## src/rtl/instruction_fetch_if.sv

```systemverilog
// instruction_fetch_if: instruction memory request/acknowledge port.
//   imem_req   : fetch request (core -> memory)
//   imem_addr  : byte address of the requested word (core -> memory)
//   imem_ack   : imem_rdata valid this cycle (memory -> core)
//   imem_rdata : fetched instruction word (memory -> core)
interface instruction_fetch_if;
    logic        imem_req;
    logic [31:0] imem_addr;
    logic        imem_ack;
    logic [31:0] imem_rdata;
    modport master(output imem_req, imem_addr, input imem_ack, imem_rdata);
    modport slave(input imem_req, imem_addr, output imem_ack, imem_rdata);
endinterface

```

## src/rtl/instruction_fetch.sv

```systemverilog
// instruction_fetch: fetch/execute sequencer with single-step, branch/jump PC update and fetch timeout.
//   clk, reset                   : clock, synchronous active-high reset
//   imem                         : instruction memory port (master side)
//   step_en, step                : single-step mode select, debounced step button level
//   Branch, Bne, Jump, zero      : decoder/ALU controls, consumed only at commit
//   instruction, instr_valid     : registered instruction word, executing flag
//   pc, pc_plus4                 : current instruction address and its successor
//   retired, instr_count, fault  : commit pulse, retire counter, sticky fetch-timeout flag
module instruction_fetch #(
    parameter logic [31:0] RESET_PC       = 32'h0000_0000,
    parameter int          TIMEOUT_CYCLES = 15
) (
    input  logic                       clk,
    input  logic                       reset,
    instruction_fetch_if.master        imem,
    input  logic                       step_en,
    input  logic                       step,
    input  logic                       Branch,
    input  logic                       Bne,
    input  logic                       Jump,
    input  logic                       zero,
    output logic [31:0]                instruction,
    output logic                       instr_valid,
    output logic [31:0]                pc,
    output logic [31:0]                pc_plus4,
    output logic                       retired,
    output logic [15:0]                instr_count,
    output logic                       fault
);
    localparam int CW = $clog2(TIMEOUT_CYCLES + 1);

    typedef enum logic [1:0] {FETCH, EXEC, FAULT} state_t;

    state_t        state;
    logic [CW-1:0] wait_cnt;
    logic          step_q;
    logic          taken;
    logic          commit;
    logic [31:0]   br_off;
    logic [31:0]   next_pc;

    assign pc_plus4       = pc + 32'd4;
    assign imem.imem_addr = pc;
    assign taken          = Branch & (zero ^ Bne);
    assign br_off         = {{14{instruction[15]}}, instruction[15:0], 2'b00};
    assign next_pc        = Jump  ? {pc_plus4[31:28], instruction[25:0], 2'b00} :
                            taken ? pc_plus4 + br_off : pc_plus4;
    // step_en is re-evaluated every EXEC cycle, so dropping it releases a held step
    assign commit         = (state == EXEC) && (!step_en || (step && !step_q));

    // retired is registered: it pulses in the cycle after the commit edge,
    // together with the updated pc and instr_count
    always_ff @(posedge clk) begin
        step_q  <= step;
        retired <= 1'b0;
        if (reset) begin
            state         <= FETCH;
            pc            <= RESET_PC;
            instruction   <= 32'hFC00_0000;
            instr_count   <= 16'd0;
            wait_cnt      <= '0;
            step_q        <= 1'b0;
            imem.imem_req <= 1'b1;
            instr_valid   <= 1'b0;
            fault         <= 1'b0;
        end else begin
            case (state)
                FETCH: begin
                    if (imem.imem_ack) begin
                        instruction   <= imem.imem_rdata;
                        state         <= EXEC;
                        imem.imem_req <= 1'b0;
                        instr_valid   <= 1'b1;
                    end else if (wait_cnt == CW'(TIMEOUT_CYCLES)) begin
                        state         <= FAULT;
                        imem.imem_req <= 1'b0;
                        fault         <= 1'b1;
                    end else begin
                        wait_cnt <= wait_cnt + CW'(1);
                    end
                end
                EXEC: begin
                    if (commit) begin
                        retired       <= 1'b1;
                        instr_count   <= instr_count + 16'd1;
                        pc            <= next_pc;
                        wait_cnt      <= '0;
                        state         <= FETCH;
                        imem.imem_req <= 1'b1;
                        instr_valid   <= 1'b0;
                    end
                end
                default: ;
            endcase
        end
    end
endmodule
```

## src/flat_wrapper.sv

```systemverilog
// flat-port wrapper written by rule: the top's interface ports become plain ports
module instruction_fetch_flat 
#(
    parameter logic [31:0] RESET_PC       = 32'h0000_0000,
    parameter int          TIMEOUT_CYCLES = 15
)
  (clk, reset, step_en, step, Branch, Bne, Jump, zero, instruction, instr_valid, pc, pc_plus4, retired, instr_count, fault, imem_imem_req, imem_imem_addr, imem_imem_ack, imem_imem_rdata);
  instruction_fetch_if imem_i ();
  input  logic clk;
  input  logic reset;
  input  logic step_en;
  input  logic step;
  input  logic Branch;
  input  logic Bne;
  input  logic Jump;
  input  logic zero;
  output logic [31:0] instruction;
  output logic instr_valid;
  output logic [31:0] pc;
  output logic [31:0] pc_plus4;
  output logic retired;
  output logic [15:0] instr_count;
  output logic fault;
  output wire logic [$bits(imem_i.imem_req)-1:0] imem_imem_req;
  output wire logic [$bits(imem_i.imem_addr)-1:0] imem_imem_addr;
  input wire logic [$bits(imem_i.imem_ack)-1:0] imem_imem_ack;
  input wire logic [$bits(imem_i.imem_rdata)-1:0] imem_imem_rdata;
  assign imem_imem_req = imem_i.imem_req;
  assign imem_imem_addr = imem_i.imem_addr;
  assign imem_i.imem_ack = imem_imem_ack;
  assign imem_i.imem_rdata = imem_imem_rdata;
  instruction_fetch #(.RESET_PC(RESET_PC), .TIMEOUT_CYCLES(TIMEOUT_CYCLES)) u_core (.clk(clk), .reset(reset), .imem(imem_i), .step_en(step_en), .step(step), .Branch(Branch), .Bne(Bne), .Jump(Jump), .zero(zero), .instruction(instruction), .instr_valid(instr_valid), .pc(pc), .pc_plus4(pc_plus4), .retired(retired), .instr_count(instr_count), .fault(fault));
endmodule
```

## config.mk

```make
export PLATFORM = sky130hd
export DESIGN_NAME = instruction_fetch_flat
export DESIGN_NICKNAME = d
export VERILOG_FILES = /design/src/rtl/instruction_fetch_if.sv /design/src/rtl/instruction_fetch.sv /design/src/flat_wrapper.sv
export SDC_FILE = /design/constraint.sdc
export NUM_CORES = 1
export LEC_CHECK = 0
export BUFFER_PORTS_ARGS = -buffer_cell sky130_fd_sc_hd__clkbuf_2
export CAP_MARGIN = 20
export CORE_AREA = 3 3 130 94
export DETAILED_ROUTE_END_ITERATION = 6
export DIE_AREA = 0 0 133 97
export PLACE_DENSITY = 0.86
export SLEW_MARGIN = 15
export SYNTH_ARGS = -nofsm -noshare
export SYNTH_HDL_FRONTEND = slang
export SYNTH_SLANG_ARGS = --single-unit
export TNS_END_PERCENT = 10
```

## constraint.sdc

```tcl
create_clock -name clk -period 6.7 [get_ports clk]
set_input_delay 0.67 -clock clk [delete_from_list [all_inputs] [get_ports clk]]
set_output_delay 0.67 -clock clk [all_outputs]
set_load 0.02 [all_outputs]
```

==> metrics.md, run 1 <==
| Metric | Value |
|---|---|
| Area of the mapped netlist | 6260 sq um |
| Area grow syn2layout | 17.4% |
| Seq/Total Area, Yosys | 0.284 |
| Mean Syn Cell Area | 7.53 sq um |
| Max-cap viol count | 0 |
| Post-DP HPWL | 14700 microns |
| DRC errors left | 0 |
| TritonCTS Sinks | 89 |
| Status | complete, no violations |
| Tmin final | 4.28 ns |
| Setup bufs post-CTS | 0 |
| CTS Buf Count | 9 |
| Final period util | 0.639 |
| FMAX | 234 MHz |
| Via count | 6719 |
| Die area | 12900 sq um |
| First-pass GRT wire length | 31900 microns |
| Worst Hold Endpoint | u_core.instruction[29] |
| Starting DRT DRC Count | 809 |
| Top_reg_cell synth | dfxtp_1 |
| Biggest area consumer among synthesized cells | dfxtp_1 |
| Starting Density | 0.569 |
| Non-Filler Instances | 1122 |
| Crit path cell chain | ha_1 > and4_1 > nand2_1 > nor2_1 > nand3_1 > xnor2_1 > ha_1 > inv_1 > nor3_1 > nand3_1 > a2111oi_0 > nor2_1 > a21boi_0 > o21ai_0 > a22o_1 |
| Largest net degree at the start of global routing | 84 |
| Setup TNS | 0 ns |
| Area share of the largest cell type after synthesis | 0.284 |
| Leading cell types in the layout, fill and taps excluded | clkbuf_2, nand2_1, dfxtp_1 |
| Crit path launch type | flip-flop |
| Most common cell after layout, fill and taps aside | clkbuf_2 |
| Die X | 133 microns |
| Post-Synthesis Cells | 832 |
| Crit-path slowest cell | a2111oi_0 |
| Power per cell area | 189 nW/um^2 |
| Final hold vios | 0 |
| Clock Tree Buf Depth | 2 |
| Via density | 5.99 |
| Clock Pin Slew Worst Setup and Hold Paths | 0.08 ns |
| Top-Level Pins | 189 |
| Hold depth | 2 |
| Ys Warns | 0 |
| H-tree levels | 3 |
| Number of flops mapped to enable cells by yosys | 0 |
| Wirelength per Cell | 17.8 microns |
| Reg-to-reg endpoint | u_core.imem.imem_addr[27] |
| Distinct cells, synth | 62 |
| Reg2reg start | u_core.imem.imem_addr[2] |
| Setup crit end kind | flip-flop |
| Cells after DPL | 1105 |
| Fin nets | 1044 |
| Final core occ | 0.668 |
| Die H | 97 microns |
| Number of global-route vias before repair | 5999 |
| Clk Latency, worst-skew pair | 0.34 ns |
| Ant. Diodes | 0 |
| Filler Cell Count | 959 |
| Max transition margin | 0.345 |
| Clk_skew | 0.00814 ns |
| Share of layout cells above drive strength 1 | 0.221 |
| Hold buffers post-CTS | 0 |
| VDD IR max | 0.134 mV |
| Hold Crit Start | u_core.instruction[29] |
| CP Class | reg2reg |
| Hold Path Class | reg2reg |
| Critical Path RT | 6.94 ns |
| Total congestion overflow | 0 |
| Reg2Reg Setup Slack | 2.42 ns |
| RSZ-0062 raised after global routing | no |
| Max FO, Critical Path | 9 |
| Total Routing Usage GR | 0.299 |
| Post-synth ARST share | 0 |
| Final wirelength | 20000 microns |
| Pre-antenna DRT Iters | 6 |
| Overall power | 0.00139 W |
| Register-to-Register Path Depth | 15 |
| Initial antenna violation count | 0 |
| Endpoints failing setup | 0 |
| CP peak stage delay | 0.65 ns |
| Post-cts resize count | 0 |
| P_leak | 3.35 nW |
| Final Cell Area | 7350 sq um |
| Antenna Nets Post-Route | 0 |
| Flops & latches, synth | 89 |
| Area contributors post-synth | dfxtp_1, nand2_1, ha_1 |
| RePlAce Congestion | 0.950 |
| CTS tree | yes |
| Actual transition at the worst max-transition pin | 0.978 ns |
| # rows | 32 |
| Core area | 11000 sq um |
| Pins Over Slew Limit | 0 |
| Placed Area | 7030 sq um |
| IO Port Bufs | 182 |
| Critical path arrival | 4.52 ns |
| Clock Root Buffer | clkbuf_16 |
-- through the flow --
step	setup WS (ns)	hold slack [ns]
global route	1.96	0.492
CTS	2.49	0.472
detailed placement	2.52	0.456
global placement	2.72	0.451
floorplan	2.77	0.466
finish	2.42	0.471
-- power by group --
part | internal, W | switching, W
clock network | 0.000266 | 0.000249
logic | 0.0000971 | 0.000194
registers | 0.000553 | 0.0000327
total | 0.000916 | 0.000476
-- per-layer routing --
| metal | up-vias | GRT usage | share of wire | wire length (microns) |
|---|---|---|---|---|
| li1 | 3187 | - | - | - |
| met1 | 3092 | 0.437 | 0.43 | 8690 |
| met2 | 412 | 0.420 | 0.42 | 8430 |
| met3 | 28 | 0.0998 | 0.13 | 2610 |
| met4 | 0 | 0.0767 | 0.014 | 289 |
| met5 | - | 0 | 0 | 0 |
-- state kept, by name (all words and copies together) (netlist names) --
signal                 flops
u_core.retired             1
u_core.state               2
u_core.step_q              1
u_core.instruction        32
u_core.instr_valid         1
u_core.instr_count        16
u_core.imem.imem_req       1
u_core.fault               1
u_core.imem.imem_addr     30
u_core.wait_cnt            4
-- synth_stat cells, types with 4 or more instances --
library cell	number
nand2b_1	5
clkbuf_1	33
ha_1	38
nand3_1	30
o211ai_1	18
o21bai_1	7
and4_1	5
buf_1	4
nor3_1	16
nor2b_1	4
or3_1	9
a32o_1	4
a21oi_1	84
xor2_1	28
dfxtp_1	89
a31oi_1	4
o21ai_0	40
o21a_1	7
nand3b_1	9
a21o_1	8
a211oi_1	9
nand4_1	13
mux2i_1	4
nand2_1	129
buf_4	36
xnor2_1	33
nor2_1	68
and3_1	12
and2_1	7
inv_1	21
-- area by class of cell --
| cell class | count | area, sq um | area share |
|---|---|---|---|
| Sequential cell | 89 | 1780 | 0.242 |
| Timing Repair Buffer | 189 | 978 | 0.133 |
| Multi-Input combinational cell | 652 | 4010 | 0.545 |
| Tap cell | 153 | 191 | 0.0260 |
| Inverter | 23 | 86.3 | 0.0117 |
| Clock buffer | 9 | 225 | 0.0306 |
| Clock inverter | 7 | 80.1 | 0.0109 |
-- how the worst max path moves through the flow --
| stage | start | to | slack [ns] | depth (start not counted) |
|---|---|---|---|---|
| floorplan | u_core.imem.imem_addr[2] | u_core.imem.imem_addr[31] | 2.77 | 14 |
| global placement | u_core.imem.imem_addr[2] | u_core.imem.imem_addr[27] | 2.72 | 14 |
| detailed placement | u_core.imem.imem_addr[2] | u_core.imem.imem_addr[27] | 2.52 | 14 |
| CTS | u_core.imem.imem_addr[2] | u_core.imem.imem_addr[27] | 2.49 | 14 |
| global route | u_core.imem.imem_addr[2] | u_core.imem.imem_addr[27] | 1.96 | 15 |
| finish | u_core.imem.imem_addr[2] | u_core.imem.imem_addr[27] | 2.42 | 15 |
-- kinds of logic after synthesis --
logic type	Yosys count	synth area share
AO/OA/AOI/OAI	218	0.218
buffers and inverters	96	0.0791
other	1	0.000599
AND/OR/NAND/NOR	324	0.247
multiplexers	4	0.00639
XOR/XNOR	61	0.0853
adder cells (fa/ha/maj)	39	0.0791
flip-flops	89	0.284
-- critical path, delay by kind of cell, from the launching register on --
kind / cells / cell delay (ns)
buffers and inverters: 1 / 0.12
XOR/XNOR: 1 / 0.38
adder cells (fa/ha/maj): 2 / 0.57
AO/OA/AOI/OAI: 4 / 1.21
flip-flops: 1 / 0.51
AND/OR/NAND/NOR: 7 / 1.41
No activity file was read; power rests on OpenSTA's default activity.
==> run 2: changes to the inputs <==
CORE_AREA = 3 3 134 97   (was 3 3 130 94)
DIE_AREA = 0 0 137 100   (was 0 0 133 97)
PLACE_DENSITY = 0.81   (was 0.86)
clock period = 4.4 ns   (was 6.7 ns; I/O delays follow)
==> run 2 against run 1 <==
  * First-iteration DRC count fell by 21%
  * Highest routed layer unchanged
  * Worst hold slack worse by 0.16 ns
  * Critical endpoint is now u_core.imem.imem_addr[31]
  * Critical path type unchanged
  * Via count is 1.6% lower
  * Largest cell class unchanged
  * Combinational power is 50% higher
  * Final cell count rose by 0.80%
  * Critical path depth is 2 lower
  * Fmax up 3.5%
  * Power up 52%
  * Utilization fell by 3.7 points
  * Final area rose by 0.60%
  * Sequential power is 53% higher
==> metrics.md, run 2 (same netlist as run 1, synthesis figures left out) <==
| Metric | Value |
|---|---|
| Status | complete, no violations |
| Top-Level Pins | 189 |
| Critical Path RT | 4.63 ns |
| Area grow syn2layout | 18.1% |
| Filler Cell Count | 1073 |
| Most common cell after layout, fill and taps aside | clkbuf_2 |
| Core area | 11700 sq um |
| Total Routing Usage GR | 0.287 |
| Final wirelength | 19700 microns |
| Clk Latency, worst-skew pair | 0.34 ns |
| Delay-heaviest family, CP | simple AND/OR/NAND/NOR gates |
| Max-cap viol count | 0 |
| Starting Density | 0.534 |
| Crit path cell chain | ha_1 > and4_1 > nand2_1 > or4_1 > nor2_1 > xnor2_1 > ha_1 > nor2b_1 > or2_2 > or4_1 > o211ai_1 > mux2i_1 > nand3_1 |
| H-tree levels | 3 |
| Wirelength per Cell | 17.4 microns |
| Post-DP HPWL | 14800 microns |
| Reg2Reg Setup Slack | 0.26 ns |
| Clk_skew | 0.00762 ns |
| Cells after DPL | 1115 |
| Ant. Diodes | 0 |
| Power per cell area | 286 nW/um^2 |
| Clock Pin Slew Worst Setup and Hold Paths | 0.07 ns |
| Hold Path Class | in2reg |
| Max transition margin | 0.280 |
| Number of global-route vias before repair | 5899 |
| Die H | 100 microns |
| Via count | 6611 |
| Max reg flops | 32 |
| Post-cts resize count | 0 |
| TritonCTS Sinks | 89 |
| FMAX | 242 MHz |
| Placed Area | 7070 sq um |
| # rows | 33 |
| Die X | 137 microns |
| Pins Over Slew Limit | 0 |
| RePlAce Congestion | 0.960 |
| Endpoints failing setup | 0 |
| VDD IR max | 0.228 mV |
| Crit path launch type | flip-flop |
| Antenna Nets Post-Route | 0 |
| IO Port Bufs | 182 |
| Total congestion overflow | 0 |
| Final core occ | 0.631 |
| Buf/Inv on CP | 0 |
| Pre-antenna DRT Iters | 5 |
| P_leak | 3.39 nW |
| Via density | 5.85 |
| Crit-path slowest cell | or4_1 |
| CP Class | reg2reg |
| DRC errors left | 0 |
| CTS Buf Count | 9 |
| Most flops, register | u_core.instruction |
| Setup crit end kind | flip-flop |
| Critical path arrival | 4.37 ns |
| Final Cell Area | 7390 sq um |
| CTS tree | yes |
| Non-Filler Instances | 1131 |
| Fin nets | 1049 |
| First-pass GRT wire length | 31600 microns |
| Starting DRT DRC Count | 640 |
| Clock Tree Buf Depth | 2 |
| Final period util | 0.940 |
| Max FO, Critical Path | 7 |
| Initial antenna violation count | 0 |
| Setup bufs post-CTS | 0 |
| CP peak stage delay | 0.61 ns |
| RSZ-0062 raised after global routing | yes |
| Actual transition at the worst max-transition pin | 1.08 ns |
| Largest net degree at the start of global routing | 83 |
| Final hold vios | 0 |
| Share of layout cells above drive strength 1 | 0.227 |
| Tmin final | 4.14 ns |
| Die area | 13700 sq um |
| Hold buffers post-CTS | 0 |
| Clock Root Buffer | clkbuf_16 |
| Leading cell types in the layout, fill and taps excluded | clkbuf_2, nand2_1, dfxtp_1 |
run 2: cell count changes in the layout (fill, tap and decap cells not counted), sizes merged:
cell | previous run | this run
clkinvlp | 1 | 0
clkbuf | 191 | 192
buf | 7 | 12
run 2: worst min-delay path: stages:
cell and delay [ns]:
clkbuf_2 0.08, nand2_1 0.04, a21oi_1 0.05
run 2: final timing paths:
kind / start / endpoint / cells past startpoint
min reg2reg: u_core.instruction[28] / u_core.instruction[28] / 2
min: imem_imem_rdata[3] / u_core.instruction[3] / 3
max: u_core.imem.imem_addr[3] / u_core.imem.imem_addr[31] / 13
max reg2reg: u_core.imem.imem_addr[3] / u_core.imem.imem_addr[31] / 13
run 2: metal layers:
layer,vias up,global-route usage,wire length (microns)
met5,-,0,0
met4,0,0.0713,293
met3,25,0.0772,2350
met2,379,0.391,7910
met1,3021,0.444,9150
li1,3186,-,-
run 2: through the flow:
| stage | hold slack [ns] | setup TNS, ns | setup slack (ns) | power (W) |
|---|---|---|---|---|
| 3_5_place_dp | 0.457 | 0 | 0.369 | 0.00134 |
| 3_3_place_gp | 0.454 | 0 | 0.506 | 0.00133 |
| 2_1_floorplan | 0.466 | 0 | 0.466 | 0.00120 |
| 4_1_cts | 0.299 | 0 | 0.309 | 0.00212 |
| 5_1_grt | 0.310 | -0.0676 | -0.0401 | 0.00220 |
| 6_report | 0.307 | 0 | 0.262 | 0.00211 |
run 2: final cells by class:
cell class | count | area (sq um) | share of cell area
Timing Repair Buffer | 194 | 1000 | 0.135
Inverter | 23 | 86.3 | 0.0117
Multi-Input combinational cell | 652 | 4020 | 0.544
Clock inverter | 6 | 67.6 | 0.00914
Sequential cell | 89 | 1780 | 0.241
Clock buffer | 10 | 239 | 0.0323
Tap cell | 157 | 196 | 0.0266
run 2: report_power, final:
| part | internal [W] | switching (W) | total (W) |
|---|---|---|---|
| sequential | 0.000842 | 0.0000516 | 0.000893 |
| combinational | 0.000147 | 0.000289 | 0.000436 |
| clock | 0.000419 | 0.000366 | 0.000785 |
